<file path="config.mk">
export PLATFORM = sky130hd
export DESIGN_NAME = hazard_ctrl_flat
export DESIGN_NICKNAME = d
export VERILOG_FILES = /design/src/rtl/hazard_ctrl_pkg.sv /design/src/rtl/hazard_ctrl_if.sv /design/src/rtl/hazard_ctrl_perf_sat_cnt.sv /design/src/rtl/hazard_ctrl.sv /design/src/flat_wrapper.sv
export SDC_FILE = /design/constraint.sdc
export NUM_CORES = 1
export LEC_CHECK = 0
export ABC_AREA = 1
export BUFFER_PORTS_ARGS = -buffer_cell sky130_fd_sc_hd__buf_2
export CORE_UTILIZATION = 30
export CTS_CLUSTER_SIZE = 40
export DETAILED_ROUTE_END_ITERATION = 10
export PLACE_DENSITY = 0.48
export SLEW_MARGIN = 25
export SYNTH_ARGS = -nofsm -noshare
export SYNTH_HDL_FRONTEND = slang
export SYNTH_SLANG_ARGS = --single-unit
</file>
<file path="constraint.sdc">
create_clock -name clk -period 1.3 [get_ports clk]
set_input_delay 0.26 -clock clk [delete_from_list [all_inputs] [get_ports clk]]
set_output_delay 0.26 -clock clk [all_outputs]
set_load 0.05 [all_outputs]
</file>
<file path="src/rtl/hazard_ctrl_pkg.sv">
// hazard_ctrl_pkg
//   Shared types for the pipeline hazard sequencer.
//   - stage_idx_e   : bit position of each pipeline stage inside a stage vector
//                     (F is the MSB, W the LSB).
//   - stage_ctrl_t  : 5-bit packed per-stage control vector {F,D,E,M,W}.
//   - hctrl_state_t : sequencer state (RUN, DRAIN).
//   - ADDR_W_DEF    : default redirect-target width, the core's address width.
//   - CNT_W_DEF     : default perf counter width (used only with PERF_CNT_EN).
package hazard_ctrl_pkg;

  localparam int ADDR_W_DEF = 64;
  localparam int CNT_W_DEF  = 32;

  typedef enum logic [2:0] {
    ST_W = 3'd0,
    ST_M = 3'd1,
    ST_E = 3'd2,
    ST_D = 3'd3,
    ST_F = 3'd4
  } stage_idx_e;

  typedef logic [4:0] stage_ctrl_t;

  typedef enum logic {
    RUN   = 1'b0,
    DRAIN = 1'b1
  } hctrl_state_t;

endpackage

</file>
<file path="src/rtl/hazard_ctrl_if.sv">
// hazard_ctrl_if
//   Bundle between the pipeline and the hazard sequencer.
//   Pipeline -> sequencer : bubble_a, bubble_b, i_busy, d_busy, md_busy,
//                           br_valid, br_target.
//   Sequencer -> pipeline : stall, flush ({F,D,E,M,W}), pc_redir_valid,
//                           pc_redir, fetch_discard.
//   Handshake: every signal is a per-cycle level, there is no valid/ready
//   pairing. br_valid is a request that the execute stage keeps presenting
//   until it is honoured; it is honoured exactly in a cycle where stall[E]=0,
//   otherwise E holds and re-presents it. pc_redir_valid is a one-cycle
//   command to fetch; pc_redir is only meaningful while it is 1.
//   Modports: master = pipeline side, slave = hazard_ctrl.
interface hazard_ctrl_if
  import hazard_ctrl_pkg::*;
#(
  parameter int ADDR_W = ADDR_W_DEF
);

  logic              bubble_a;
  logic              bubble_b;
  logic              i_busy;
  logic              d_busy;
  logic              md_busy;
  logic              br_valid;
  logic [ADDR_W-1:0] br_target;

  stage_ctrl_t       stall;
  stage_ctrl_t       flush;
  logic              pc_redir_valid;
  logic [ADDR_W-1:0] pc_redir;
  logic              fetch_discard;

  modport master (
    output bubble_a, bubble_b, i_busy, d_busy, md_busy, br_valid, br_target,
    input  stall, flush, pc_redir_valid, pc_redir, fetch_discard
  );

  modport slave (
    input  bubble_a, bubble_b, i_busy, d_busy, md_busy, br_valid, br_target,
    output stall, flush, pc_redir_valid, pc_redir, fetch_discard
  );

endinterface

</file>
<file path="src/rtl/hazard_ctrl_perf_sat_cnt.sv">
// perf_sat_cnt
//   Single saturating event counter: counts up on inc and sticks at all-ones.
//   Only compiled when PERF_CNT_EN is defined, since that is the only build
//   that instantiates it.
//   Ports: clk, reset (async, active-low), inc (count enable), cnt (value).
`ifdef PERF_CNT_EN
module perf_sat_cnt #(
  parameter int W = 32
) (
  input  logic         clk,
  input  logic         reset,
  input  logic         inc,
  output logic [W-1:0] cnt
);

  always_ff @(posedge clk or negedge reset) begin
    if (!reset) begin
      cnt <= '0;
    end else if (inc && (cnt != {W{1'b1}})) begin
      cnt <= cnt + W'(1);
    end
  end

endmodule
`endif

</file>
<file path="src/rtl/hazard_ctrl.sv">
// hazard_ctrl
//   Central stall/flush sequencer for the 5-stage F/D/E/M/W core.
//   Ports:
//     clk        : clock
//     reset      : asynchronous active-low reset
//     hif        : hazard_ctrl_if.slave (hazard inputs, stall/flush/redirect)
//     state_dbg  : current sequencer state (RUN / DRAIN)
//     cnt_loaduse, cnt_membusy, cnt_redirect : saturating perf counters,
//                  present only when PERF_CNT_EN is defined.
//   Priority of hold requests (highest first): d_busy, md_busy, load-use
//   bubble, i_busy. A taken branch is honoured only when E is not held; it
//   then squashes D and E. If a fetch is still in flight when the branch
//   resolves, the target is parked and replayed (DRAIN) once the fetch
//   returns, with that returning response marked stale.
//   Optional feature macro: PERF_CNT_EN.
module hazard_ctrl
  import hazard_ctrl_pkg::*;
#(
  parameter int ADDR_W = ADDR_W_DEF,
  parameter int CNT_W  = CNT_W_DEF
) (
  input  logic         clk,
  input  logic         reset,
  hazard_ctrl_if.slave hif,
  output hctrl_state_t state_dbg
`ifdef PERF_CNT_EN
  ,
  output logic [CNT_W-1:0] cnt_loaduse,
  output logic [CNT_W-1:0] cnt_membusy,
  output logic [CNT_W-1:0] cnt_redirect
`endif
);

  hctrl_state_t      state_q;
  logic [ADDR_W-1:0] pend_q;

  stage_ctrl_t       stall_c;
  stage_ctrl_t       flush_c;
  logic              br_take;
  logic              redir_c;
  logic [ADDR_W-1:0] tgt_c;
  logic              discard_c;
  logic              loaduse_c;

  assign loaduse_c = (hif.bubble_a | hif.bubble_b) & ~hif.d_busy & ~hif.md_busy;

  always_comb begin
    stall_c   = '0;
    flush_c   = '0;
    br_take   = 1'b0;
    redir_c   = 1'b0;
    tgt_c     = '0;
    discard_c = 1'b0;

    // Each rule holds every stage upstream of the blocked one and inserts a
    // bubble into the stage just downstream of it.
    if (hif.d_busy) begin
      stall_c = 5'b11110;
      flush_c = 5'b00001;
    end else if (hif.md_busy) begin
      stall_c = 5'b11100;
      flush_c = 5'b00010;
    end else if (hif.bubble_a || hif.bubble_b) begin
      stall_c = 5'b11000;
      flush_c = 5'b00100;
    end else if (hif.i_busy) begin
      stall_c = 5'b10000;
      flush_c = 5'b01000;
    end

    // A branch sitting in a held E stage is not acted on; E keeps it.
    br_take = hif.br_valid & ~stall_c[ST_E];
    if (br_take) begin
      stall_c[ST_D] = 1'b0;
      stall_c[ST_E] = 1'b0;
      flush_c[ST_D] = 1'b1;
      flush_c[ST_E] = 1'b1;
    end

    case (state_q)
      RUN: begin
        if (br_take && !hif.i_busy) begin
          redir_c = 1'b1;
          tgt_c   = hif.br_target;
        end
      end
      DRAIN: begin
        if (!hif.i_busy) begin
          // The response arriving now belongs to the wrong path. A branch
          // resolving in this same cycle is younger than the parked one.
          discard_c = 1'b1;
          redir_c   = 1'b1;
          tgt_c     = br_take ? hif.br_target : pend_q;
        end
      end
      default: begin
        redir_c = 1'b0;
      end
    endcase
  end

  always_ff @(posedge clk or negedge reset) begin
    if (!reset) begin
      state_q <= RUN;
      pend_q  <= '0;
    end else begin
      case (state_q)
        RUN: begin
          if (br_take && hif.i_busy) begin
            state_q <= DRAIN;
            pend_q  <= hif.br_target;
          end
        end
        DRAIN: begin
          if (!hif.i_busy) begin
            state_q <= RUN;
          end else if (br_take) begin
            pend_q <= hif.br_target;
          end
        end
        default: begin
          state_q <= RUN;
        end
      endcase
    end
  end

  // Outputs are forced low while reset is asserted so the pipeline sees a
  // quiet sequencer immediately, not only after the next clock.
  assign hif.stall          = reset ? stall_c   : '0;
  assign hif.flush          = reset ? flush_c   : '0;
  assign hif.pc_redir_valid = reset ? redir_c   : 1'b0;
  assign hif.pc_redir       = reset ? tgt_c     : '0;
  assign hif.fetch_discard  = reset ? discard_c : 1'b0;
  assign state_dbg          = state_q;

`ifdef PERF_CNT_EN
  perf_sat_cnt #(.W(CNT_W)) u_cnt_loaduse (
    .clk   (clk),
    .reset (reset),
    .inc   (loaduse_c),
    .cnt   (cnt_loaduse)
  );

  perf_sat_cnt #(.W(CNT_W)) u_cnt_membusy (
    .clk   (clk),
    .reset (reset),
    .inc   (hif.d_busy),
    .cnt   (cnt_membusy)
  );

  perf_sat_cnt #(.W(CNT_W)) u_cnt_redirect (
    .clk   (clk),
    .reset (reset),
    .inc   (redir_c),
    .cnt   (cnt_redirect)
  );
`else
  // Without counters the load-use term and CNT_W have no consumer.
  logic unused_perf;
  assign unused_perf = loaduse_c;
  if (CNT_W > 0) begin : g_cnt_w_unused
  end
`endif

endmodule

</file>
<file path="src/flat_wrapper.sv">
// flat-port wrapper written by rule: the top's interface ports become plain ports
module hazard_ctrl_flat import hazard_ctrl_pkg::*;
#(
  parameter int ADDR_W = ADDR_W_DEF,
  parameter int CNT_W  = CNT_W_DEF
)
  (clk, reset, state_dbg, hif_bubble_a, hif_bubble_b, hif_i_busy, hif_d_busy, hif_md_busy, hif_br_valid, hif_br_target, hif_stall, hif_flush, hif_pc_redir_valid, hif_pc_redir, hif_fetch_discard);
  hazard_ctrl_if #(.ADDR_W(ADDR_W)) hif_i ();
  input  logic clk;
  input  logic reset;
  output hctrl_state_t state_dbg;
  input wire logic [$bits(hif_i.bubble_a)-1:0] hif_bubble_a;
  input wire logic [$bits(hif_i.bubble_b)-1:0] hif_bubble_b;
  input wire logic [$bits(hif_i.i_busy)-1:0] hif_i_busy;
  input wire logic [$bits(hif_i.d_busy)-1:0] hif_d_busy;
  input wire logic [$bits(hif_i.md_busy)-1:0] hif_md_busy;
  input wire logic [$bits(hif_i.br_valid)-1:0] hif_br_valid;
  input wire logic [$bits(hif_i.br_target)-1:0] hif_br_target;
  output wire logic [$bits(hif_i.stall)-1:0] hif_stall;
  output wire logic [$bits(hif_i.flush)-1:0] hif_flush;
  output wire logic [$bits(hif_i.pc_redir_valid)-1:0] hif_pc_redir_valid;
  output wire logic [$bits(hif_i.pc_redir)-1:0] hif_pc_redir;
  output wire logic [$bits(hif_i.fetch_discard)-1:0] hif_fetch_discard;
  assign hif_i.bubble_a = hif_bubble_a;
  assign hif_i.bubble_b = hif_bubble_b;
  assign hif_i.i_busy = hif_i_busy;
  assign hif_i.d_busy = hif_d_busy;
  assign hif_i.md_busy = hif_md_busy;
  assign hif_i.br_valid = hif_br_valid;
  assign hif_i.br_target = hif_br_target;
  assign hif_stall = hif_i.stall;
  assign hif_flush = hif_i.flush;
  assign hif_pc_redir_valid = hif_i.pc_redir_valid;
  assign hif_pc_redir = hif_i.pc_redir;
  assign hif_fetch_discard = hif_i.fetch_discard;
  hazard_ctrl #(.ADDR_W(ADDR_W), .CNT_W(CNT_W)) u_core (.clk(clk), .reset(reset), .hif(hif_i), .state_dbg(state_dbg));
endmodule
</file>
# After elaboration in Yosys (flattened, before gate mapping)
# Cells that the tools add are included.
# word_totals
latchBits	0
inputBits	72
output_inout_bits	77
ff_bits	65
rom_bits	0
mem_bits_rw	0
memories	0
word_cells	41
# classes
n_reduce_logical	5
order_cmp	0
bitwise	3
mul	0
shift	0
n_addsub	0
muxes	29
n_div	0
n_eq_ne	2
# ops
operator	count
$mux 64	6
$pmux 64 s2	2
$mux 5	9
$mux 1	7
$mux 2	2
$mux 4	1
$pmux 1 s2	2
$logic_and 1x1->1	2
$ne 2x1->1 const B	1
$ne 2x2->1 const B	1
$not 1->1	2
$reduce_and 2->1	1
$and 1x1->1	1
$logic_not 1->1	1
$logic_or 1x1->1	1

# Logic depth before layout (Yosys ltp)
# Gate-level depths: netlist (run 1).
# logic_depth
ltp_word	10
mapped_depth	9
depth_no_buf	7

# Worst setup path after synthesis (run 1)
# OpenSTA, ideal clock, no wires.
# synth_path
path_type	register to output
from	register u_core.state_q (netlist: u_core.state_dbg)
to	output hif_pc_redir[10]
path_slack_ns	-1.192
required_ns	1.040
path_stages_with_launch	6
arrival_ns	2.232
n_path_buf	1
path_cell_list	dfrtp_1 inv_1 nor2_2 clkbuf_1 nand3_1 a21oi_1
# synth_via
elab_chain_len	3
# synth_rtl
element	line	source
start, declared	hazard_ctrl.sv:34	hctrl_state_t state_q;
start signal, assigned	hazard_ctrl.sv:104	state_q <= RUN;
start signal, assigned	hazard_ctrl.sv:110	state_q <= DRAIN;
start signal, assigned	hazard_ctrl.sv:116	state_q <= RUN;
$not 1->1	hazard_ctrl.sv:80	case (state_q)
$pmux 64 s2 (*)	hazard_ctrl.sv:80	
$mux 64 (*)	hazard_ctrl.sv:133	assign hif.pc_redir = reset ? tgt_c : '0;
end, declared	flat_wrapper.sv:22	output wire logic [$bits(hif_i.pc_redir)-1:0] hif_pc_redir;
# Every way passes the cells marked *; elsewhere a longest branch is shown, timed or not.

# Worst setup path in the final report (run 1)
# layout_path
from	register u_core.state_q (netlist: u_core.state_dbg)
to	output hif_pc_redir[51]
# The elaborated chain is that of the path after synthesis.

==> metrics.txt, run 1 <==
outcome=finished with violations; violated checks=negative setup slack; class of the tightest hold or removal check=in -> async; worst slack after detailed placement=-631.6 ps; clock input transition at the sequential cells of the worst setup and hold paths=about 60 ps; critical path start-end classification=reg -> out; number of vias after detailed routing=approximately 7500; worst voltage drop across the vdd grid=approximately 700 uV; Setup-failing EPs final=137; worst-case clock skew=slightly below 8 ps; number of slew-limit violations in the final report=0; Total Power Consumption=between 9 and 10 mW; Tot GR Track Use=0.2440; top fanout value on the critical path=8; count of unresolved DRC violations after routing=0; buffer depth of the longest clock path=2; final worst path period share=1.588; Core Rows=50; unrepaired setup endpoints after global routing=yes; launching element type of the critical path=register; number of buffers inserted by port buffering=between 100 and 150; commonest non-fill, non-tap cell in the layout=sky130_fd_sc_hd__nand2_1; power density of the placed cells=a little over 800 nW/um^2; via count of the first global-routing pass=roughly 7000; f_max=484.3 MHz; number of antenna violations at the first check in global routing=1; Avg Cell Area, Syn=approximately 5.5 um^2; Iter 0 DRT Violations=307; insertion delay of the later-clocked pin in the worst-skew pair=approximately 340 ps; estimated wirelength of the detail-placed design=around 14 mm; type of destination of the critical path=output pin; leakage power=5.547 nW; total gr overflow=0; core area=approximately 19000 um^2; global route hottest layer=met2; Sink Count=65; synthesis warning total=0; synthesis-to-layout area growth=100.1%; global-route wire length before repair=37.30 mm; Filler Cells Inserted=1753; maximum number of pins on one net before global-route repair=64; Critical Path AT=about 1800 ps; total iterations of the first detailed-routing run=6; die area=19750 um^2; share of post-route cells with drive strength above 1=0.4756; top-level port count=around 150; Final ANT Viol Nets=0; gpl congestion=0.7564; diode insertion count for antenna repair=0; vias per cell=4.753; routed length per instance=15.37 um; Final WS setup=-765.0 ps; met1 capacity usage during global routing=0.3265; die span in y=approximately 140 um; Synth cell types=19; met2 Track Usage GR=0.4111; Cell Area, Synth=5758 um^2; final-stage net count=1417; global routing met3 resource utilization=0.03248; Chip Width=140.5 um; sequential element share of the synthesized area=0.2825; starting density of the core=0.3068; final critical delay including setup and external delays=between 2000 and 2500 ps; number of H-tree branching levels=3; Root Buffer Master=sky130_fd_sc_hd__clkbuf_16; number of endpoints with negative hold slack in the final report=0; Synth Instances=about 1100; wire length after detailed routing=24.35 mm; TritonCTS clock tree=yes; Data required, critical path=1040 ps; clock buffers created by TritonCTS=9; commonest cells after routing, fill and taps aside=sky130_fd_sc_hd__nand2_1 (293), sky130_fd_sc_hd__inv_1 (193), sky130_fd_sc_hd__buf_4 (141); post-synthesis sequential element count=between 60 and 70; maximum capacitance violations=0
power breakdown:
part,total (mW),internal (mW),leakage [nW],switching (mW)
logic,3.84,1.68,4.58,2.17
registers,2.91,2.50,0.815,0.407
clock network,2.63,1.64,0.151,0.989
stage by stage:
stage / std cells / instance area, um^2 / setup TNS [ps] / util / hold slack [ps]
6_report: 1584 / 11520 / -77880 / 0.6139 / 23.02
4_1_cts: 1579 / 10820 / -68980 / 0.5765 / 39.99
3_5_place_dp: 1522 / 8741 / -67520 / 0.4657 / 287.5
5_1_grt: 1584 / 11520 / -84630 / 0.6139 / 51.47
2_1_floorplan: 1057 / 6766 / -32260 / - / -35.59
3_3_place_gp: 1522 / 8741 / -65350 / 0.4657 / 281.9
per-layer routing:
metal	vias up	share of wire
li1	3794	-
met1	3551	0.46
met2	154	0.48
met5	-	0.00053
met4	2	0.019
met3	27	0.036
critical path: stages, from the launching register on:
cell                        delay (ps)
sky130_fd_sc_hd__dfrtp_4           520
sky130_fd_sc_hd__buf_4             180
sky130_fd_sc_hd__clkbuf_16         180
sky130_fd_sc_hd__nor2_2            130
sky130_fd_sc_hd__nand2_1            90
sky130_fd_sc_hd__a21oi_4           170
sky130_fd_sc_hd__buf_6             180
synth_stat cells, drive strengths merged:
library cell | n | share of area
conb | 1 | 0.00065
nand3 | 191 | 0.17
o21ai | 2 | 0.0017
nor2 | 70 | 0.048
buf | 42 | 0.038
nor3 | 1 | 0.00087
nand2 | 390 | 0.25
clkbuf | 28 | 0.018
o22ai | 1 | 0.0011
dfrtp | 65 | 0.28
a21oi | 67 | 0.059
inv | 198 | 0.13
timing repair:
item / in CTS / in global routing
hold buffers: 1 / 0
gates cloned: 21 / 5
pin swaps: 27 / 45
endpoints found under the setup margin: 137 / 137
hold endpoints to repair: 4 / 0
setup buffers: 20 / 9
resized for setup: 293 / 176
kinds of logic (layout without fill, tap and decap cells):
kind of cell           after synthesis  count (layout)  share of synthesized area
AO/OA/AOI/OAI                       70              70                    0.06171
buffers and inverters              268             561                     0.1858
flip-flops                          65              65                     0.2825
other                                1               2                  0.0006513
AND/OR/NAND/NOR                    652             652                     0.4694
registers in the layout, indices dropped and copies added (netlist names):
name              cells
u_core.state_dbg      1
u_core.pend_q        64
worst paths after layout:
path / start / end / slack (ps) / cells past startpoint
hold reg to reg: u_core.pend_q[3] / u_core.pend_q[3] / 490 / 2
max in group asynchronous: reset / u_core.pend_q[27] / 450 / 3
setup reg to reg: u_core.state_dbg / u_core.pend_q[22] / -500 / 11
hold / removal: reset / u_core.pend_q[54] / 20 / 2
min in group clk: hif_br_target[34] / u_core.pend_q[34] / 340 / 7
setup / recovery: u_core.state_dbg / hif_pc_redir[51] / -760 / 6
final cells by class:
class,instances,area (um^2),area share
Timing Repair inverter,1,16.27,0.001412
Tap cell,234,292.8,0.02541
Timing Repair Buffer,346,3522,0.3057
Sequential cell,65,1630,0.1415
Clock buffer,12,266.5,0.02313
Inverter,198,770.7,0.06689
Multi-Input combinational cell,724,4974,0.4316
Clock inverter,4,50.05,0.004344
(Power assumes the default switching activity.)
==> run 2: changes to the inputs <==
--- a/config.mk
+++ b/config.mk
@@ -10,6 +10,7 @@
 export CORE_UTILIZATION = 30
 export CTS_CLUSTER_SIZE = 40
 export DETAILED_ROUTE_END_ITERATION = 10
+export GPL_TIMING_DRIVEN = 0
 export PLACE_DENSITY = 0.48
 export SLEW_MARGIN = 25
 export SYNTH_ARGS = -nofsm -noshare
==> run 2 against run 1 <==
Compared with the run above:
- the run still ends with negative setup slack left
- clock skew shrank 2.8 ps
- via count shrank 5.9%
- fmax grew 3.1%
- sequential power shrank 5%
- routed wire length shrank 8.5%
- clock power shrank 9.9%
- critical endpoint is now hif_pc_redir[14]
==> metrics.txt, run 2 (synthesized netlist as in run 1, its figures left out) <==
buffer depth of the longest clock path=2 (unchanged); final critical delay including setup and external delays=2002 ps (-62.55 ps); commonest cells after routing, fill and taps aside=sky130_fd_sc_hd__nand2_1 (362), sky130_fd_sc_hd__inv_1 (192), sky130_fd_sc_hd__nand3_1 (143); cell family contributing the most delay on the critical path=buffers and inverters; worst voltage drop across the vdd grid=674.5 uV (-1.5%); maximum capacitance violations=0 (unchanged); core area=18770 um^2 (unchanged); die area=19750 um^2 (unchanged); multi-input combinational cell area=4508 um^2 (-9.4%); number of cells after detailed placement=1438 (-5.5%); TritonCTS clock tree=yes; unrepaired setup endpoints after global routing=yes; register-to-register path setup slack=-220 ps (+280 ps); commonest non-fill, non-tap cell in the layout=sky130_fd_sc_hd__nand2_1; final worst path period share=1.540 (-0.04812); crit path max-delay cell type=sky130_fd_sc_hd__dfrtp_2; Core Rows=50 (unchanged); count of unresolved DRC violations after routing=0 (unchanged); Worst Hold Margin=74.99 ps (+51.97 ps); violated checks=negative setup slack; maximum number of pins on one net before global-route repair=20 (-69%); share of post-route cells with drive strength above 1=0.3869 (-0.08864); diode insertion count for antenna repair=0 (unchanged); gpl congestion=0.7778 (+2.8%); depth of the most critical reg-to-reg path=9 (-2); storage element area=1628 um^2 (-0.15%); starting density of the core=0.3068 (unchanged); die span in y=140.5 um (unchanged); power density of the placed cells=810.6 nW/um^2 (-0.42%); worst-case clock skew=4.881 ps (-2.832 ps); Root Buffer Master=sky130_fd_sc_hd__clkbuf_16; number of slew-limit violations in the final report=0 (unchanged); largest stage delay on the critical path=410 ps (-110 ps); total gr overflow=0 (unchanged); Final ANT Viol Nets=0 (unchanged); outcome=finished with violations; number of endpoints with negative hold slack in the final report=0 (unchanged); type of destination of the critical path=output pin; Data required, critical path=1040 ps (about the same); transition time of the tightest slew-check pin=608.3 ps; WP buf/inv=4 (+1); critical path start-end classification=reg -> out; Tot GR Track Use=0.2328 (-0.01127); f_max=499.4 MHz (+3.1%); worst reg2reg endpoint=u_core.pend_q[36]; number of buffers inserted by port buffering=146 (unchanged); number of vias after detailed routing=7087 (-5.9%); worst slack after detailed placement=-1606 ps (-974.2 ps); final cell count without fillers=1503 (-5.1%); number of H-tree branching levels=3 (unchanged); startpoint of the most critical setup path=u_core.state_dbg; Iter 0 DRT Violations=314 (+2.3%); vias per cell=4.715 (-0.78%); clock input transition at the sequential cells of the worst setup and hold paths=60 ps (about the same); top fanout value on the critical path=10 (+2); launching element type of the critical path=register; Filler Cells Inserted=1851 (+5.6%); via count of the first global-routing pass=6859 (-2.2%); final std cell area, no fill=10360 um^2 (-10%); class of the tightest hold or removal check=in -> async; insertion delay of the later-clocked pin in the worst-skew pair=350 ps (about the same); routed length per instance=14.83 um (-3.6%); Chip Width=140.5 um (unchanged); leakage power=5.107 nW (-7.9%); reg-to-reg startpoint=u_core.state_dbg; final-stage net count=1336 (-5.7%); Most flops, register=u_core.pend_q; estimated wirelength of the detail-placed design=14.27 mm (+3.9%); global-route wire length before repair=35.99 mm (-3.5%); CP cell instances=inv_4 -> nor2_4 -> buf_12 -> clkbuf_16 -> nand3_2 -> a21oi_4 -> buf_6; post-placement cell area=7815 um^2 (-11%); Sink Count=65 (unchanged); synthesis-to-layout area growth=79.99%; clock buffers created by TritonCTS=9 (unchanged); max reg flops=64 (unchanged); worst slew slack as a fraction of its limit=0.5945; Setup-failing EPs final=137 (unchanged); top-level port count=149 (unchanged); wire length after detailed routing=22.28 mm (-8.5%); Critical Path AT=1740 ps (-60 ps); Final WS setup=-702.4 ps (+62.55 ps); number of antenna violations at the first check in global routing=0 (-1); total iterations of the first detailed-routing run=5 (-1)
-- run 2: changes by cell type in the layout (fill, tap and decap cells not counted), moves of 17 or more --
cell and delta:
sky130_fd_sc_hd__buf_4 -116, sky130_fd_sc_hd__buf_12 -19, sky130_fd_sc_hd__nand3_4 -17, sky130_fd_sc_hd__nand2_2 -44, sky130_fd_sc_hd__nand2_4 -25, sky130_fd_sc_hd__nand2_1 +69
-- run 2: what timing repair did --
action,CTS,global route
resized for setup,386,53
hold buffers,2,0
buffers inserted,33,0
pin swaps,21,5
setup endpoints to repair,138,156
hold endpoints to repair,32,0
gates cloned,15,1
-- run 2: cell type report --
class,instances,share of cell area
buffer,68,0.08004
clock buffer,11,0.02439
clock inverter,5,0.002897
inverter,198,0.07449
multi-input combinational,724,0.4350
sequential,65,0.1571
tap,234,0.02825
timing repair buffer,197,0.1975
timing repair inverter,1,0.0003622
-- run 2: power breakdown --
part	total (mW)	switching [mW]	internal [mW]
Clock	2.37	0.988	1.38
Combinational	3.28	1.95	1.33
Sequential	2.75	0.254	2.50
-- run 2: how the worst max path moves through the flow --
stage / to / slack, ps / depth (start not counted)
3_5_place_dp: hif_pc_redir[28] / -1610 / 7
3_3_place_gp: hif_pc_redir[28] / -2460 / 6
4_1_cts: hif_pc_redir[41] / -710 / 7
2_1_floorplan: hif_pc_redir[21] / -550 / 5
5_1_grt: hif_pc_redir[12] / -780 / 7
6_report: hif_pc_redir[14] / -700 / 7
-- run 2: stage by stage --
step                TNS (ps)  utilization  total power, mW
CTS                   -52960       0.5401            8.354
finish                -53150       0.5522            8.401
global placement     -217070       0.4151            5.295
global route          -63040       0.5522            8.958
floorplan             -32260            -            4.674
detailed placement   -113560       0.4164            5.308
-- run 2: routing by layer --
layer,vias to the layer above,wire [um],track usage
met3,13,788,0.03726
li1,3631,-,-
met5,-,0,0
met4,0,153,0.04176
met1,3310,10630,0.3140
met2,133,10710,0.3945
-- run 2: worst register-to-register path: stages (launching register included) --
cell and delay, ps:
sky130_fd_sc_hd__dfrtp_2 440, sky130_fd_sc_hd__inv_4 80, sky130_fd_sc_hd__buf_4 160, sky130_fd_sc_hd__a21oi_4 90, sky130_fd_sc_hd__buf_4 150, sky130_fd_sc_hd__buf_16 140
sky130_fd_sc_hd__buf_12 120, sky130_fd_sc_hd__buf_16 120, sky130_fd_sc_hd__nand2_1 60, sky130_fd_sc_hd__nand2_1 40
==> run 3: changes to the inputs <==
--- a/config.mk
+++ b/config.mk
@@ -8,6 +8,7 @@
 export ABC_AREA = 1
 export BUFFER_PORTS_ARGS = -buffer_cell sky130_fd_sc_hd__buf_2
 export CORE_UTILIZATION = 30
+export CTS_BUF_LIST = sky130_fd_sc_hd__clkbuf_8
 export CTS_CLUSTER_SIZE = 40
 export DETAILED_ROUTE_END_ITERATION = 10
 export GPL_TIMING_DRIVEN = 0
@@ -16,3 +17,4 @@
 export SYNTH_ARGS = -nofsm -noshare
 export SYNTH_HDL_FRONTEND = slang
 export SYNTH_SLANG_ARGS = --single-unit
+export TNS_END_PERCENT = 20
==> run 3 against run 2 <==
Compared with the run above:
- setup slack lost 40 ps
- the flow finishes with violations (negative hold slack, negative setup slack)
- sequential power is essentially flat
- critical endpoint is now hif_pc_redir[39]
- count of clock-buffer cells in the layout shrank 1
- sequential share of layout area grew 3.3 points
- critical path type unchanged
- die area is the same
- clock skew grew 1.9 ps
- register-to-register slack gained 90 ps
- non-clock buffer count shrank 37
- hold slack lost 340 ps
==> metrics.txt, run 3 (synthesized netlist as in run 1, its figures left out) <==
top fanout value on the critical path=10 (unchanged); Chip Width=140.5 um (unchanged); Most flops, register=u_core.pend_q; unrepaired setup endpoints after global routing=yes; final worst path period share=1.571 (+0.03052); Gate power share=0.389 (about the same); estimated wirelength of the detail-placed design=14.31 mm (+0.32%); Tot GR Track Use=0.2144 (-0.01835); power density of the placed cells=814.2 nW/um^2 (+0.44%); Setup-failing EPs final=132 (-3.6%); maximum capacitance violations=0 (unchanged); largest stage delay on the critical path=450 ps (+40 ps); routed length per instance=14.37 um (-3.0%); share of post-route cells with drive strength above 1=0.3151 (-0.07177); worst slew slack as a fraction of its limit=0.4413 (-0.1532); part of the power in the clock network=0.221 (-0.061); core area=18770 um^2 (unchanged); total gr overflow=0 (unchanged); sequential fraction of design power=0.391 (+0.064); met2 Track Usage GR=0.3403 (-0.05421); gpl congestion=0.8170 (+5.0%); crit path max-delay cell type=sky130_fd_sc_hd__dfrtp_2; Root Buffer Master=sky130_fd_sc_hd__clkbuf_8; commonest cells after routing, fill and taps aside=sky130_fd_sc_hd__nand2_1 (386), sky130_fd_sc_hd__inv_1 (198), sky130_fd_sc_hd__nand3_1 (159); final-stage net count=1298 (-2.8%); Sw Ratio=0.4024 (+0.02262); number of buffers inserted by port buffering=146 (unchanged); Critical Path AT=1780 ps (+40 ps); number of antenna violations at the first check in global routing=0 (unchanged); global route hottest layer=met2; number of slew-limit violations in the final report=0 (unchanged); violated checks=negative hold slack, negative setup slack; Filler Cells Inserted=2071 (+12%); diode insertion count for antenna repair=0 (unchanged); number of vias after detailed routing=6926 (-2.3%); global routing met3 resource utilization=0.03316 (-0.004103); die area=19750 um^2 (unchanged); number of endpoints with negative hold slack in the final report=40 (+40); Final ANT Viol Nets=0 (unchanged); number of H-tree branching levels=3 (unchanged); die span in y=140.5 um (unchanged); launching element type of the critical path=register; starting density of the core=0.3068 (unchanged); worst slack after detailed placement=-1531 ps (+74.93 ps); worst voltage drop across the vdd grid=474.9 uV (-30%); f_max=489.7 MHz (-1.9%); buffer depth of the longest clock path=2 (unchanged); count of unresolved DRC violations after routing=0 (unchanged); synthesis-to-layout area growth=48.91%; class of the tightest hold or removal check=in -> async; Core Rows=50 (unchanged); leakage power=4.541 nW (-11%); clock buffers created by TritonCTS=9 (unchanged); worst-case clock skew=6.775 ps (+1.894 ps); critical path start-end classification=reg -> out; final critical delay including setup and external delays=2042 ps (+39.68 ps); met1 capacity usage during global routing=0.3014 (-0.01257); insertion delay of the later-clocked pin in the worst-skew pair=370 ps (+20 ps); max reg flops=64 (unchanged); post-route core utilization=0.4569 (-0.09533); via count of the first global-routing pass=6360 (-7.3%); Sink Count=65 (unchanged); Worst Hold Margin=-265.0 ps (-340.0 ps); TritonCTS clock tree=yes; outcome=finished with violations; Iter 0 DRT Violations=324 (+3.2%); total iterations of the first detailed-routing run=5 (unchanged); Data required, critical path=1040 ps (about the same); commonest non-fill, non-tap cell in the layout=sky130_fd_sc_hd__nand2_1; Internal Dissipation=4.172 mW (-20%); Switch Pwr=2.810 mW (-12%); top-level port count=149 (unchanged); wire length after detailed routing=21.02 mm (-5.7%); global-route wire length before repair=33.22 mm (-7.7%); maximum number of pins on one net before global-route repair=47 (+140%); type of destination of the critical path=output pin; Final WS setup=-742.1 ps (-39.68 ps); CP cell instances=buf_8 -> clkbuf_8 -> nor2_2 -> nand2_1 -> a21oi_1 -> buf_4; clock input transition at the sequential cells of the worst setup and hold paths=70 ps (about the same); vias per cell=4.737 (+0.47%); transition time of the tightest slew-check pin=838.1 ps (+229.8 ps)
[run 3: path summary, 6_finish.rpt]
kind                              startpoint           endpoint  slack, ps  cells after the start
min                                    reset  u_core.pend_q[12]       -270                      1
min in group clk           hif_br_target[61]  u_core.pend_q[61]        260                      5
max in group asynchronous              reset  u_core.pend_q[44]       1120                      2
max reg2reg                 u_core.state_dbg  u_core.pend_q[39]       -130                      7
max                         u_core.state_dbg   hif_pc_redir[39]       -740                      6
min reg2reg                 u_core.pend_q[7]   u_core.pend_q[7]        480                      2
[run 3: worst max-delay path: cells and delay by family, from the launching register on]
family          cells  cell delay (ps)
compound gates      1              170
simple gates        2              210
flops               1              450
buf+inv             3              570
[run 3: metal layers]
| layer | wire length, um | share of wire |
|---|---|---|
| met4 | 239 | 0.011 |
| met5 | 0 | 0 |
| met2 | 9569 | 0.46 |
| met1 | 10320 | 0.49 |
| met3 | 885 | 0.042 |
[run 3: timing repair]
action	in CTS	in global routing
setup buffers	6	0
setup endpoints to repair	139	136
cloned	2	3
pin swaps	16	19
resized for setup	272	87
hold endpoints to repair	40	40
[run 3: power by group through the flow]
| stage | Clock (mW) | Combinational [mW] | Sequential, mW |
|---|---|---|---|
| 6_report | 1.54 | 2.71 | 2.73 |
| 5_1_grt | 1.67 | 3.07 | 2.79 |
| 4_1_cts | 1.59 | 2.62 | 2.73 |
| 3_5_place_dp | 0 | 2.37 | 2.76 |
| 3_3_place_gp | 0 | 2.35 | 2.76 |
| 2_1_floorplan | 0 | 1.78 | 2.72 |
[run 3: area by class of cell]
cell class / instances / area (um^2) / area share
sequential: 65 / 1628 / 0.1898
tap: 234 / 292.8 / 0.03415
clock inverter: 3 / 12.51 / 0.001459
timing repair buffer: 158 / 1303 / 0.1519
multi-input combinational: 724 / 3831 / 0.4468
buffer: 70 / 624.3 / 0.07281
inverter: 198 / 745.7 / 0.08697
clock buffer: 10 / 137.6 / 0.01605
[run 3: per-stage QoR]
stage	TNS, ps	cell area, um^2	power [mW]	instances	hold WS, ps
after floorplan	-55470	6090	4.497	1057	-35.59
after global placement	-212300	7113	5.117	1437	462.6
after detailed placement	-108270	7137	5.131	1438	329.0
after CTS	-53660	8225	6.933	1459	-269.9
after global routing	-64010	8574	7.532	1462	-261.1
final	-52820	8574	6.982	1462	-265.0
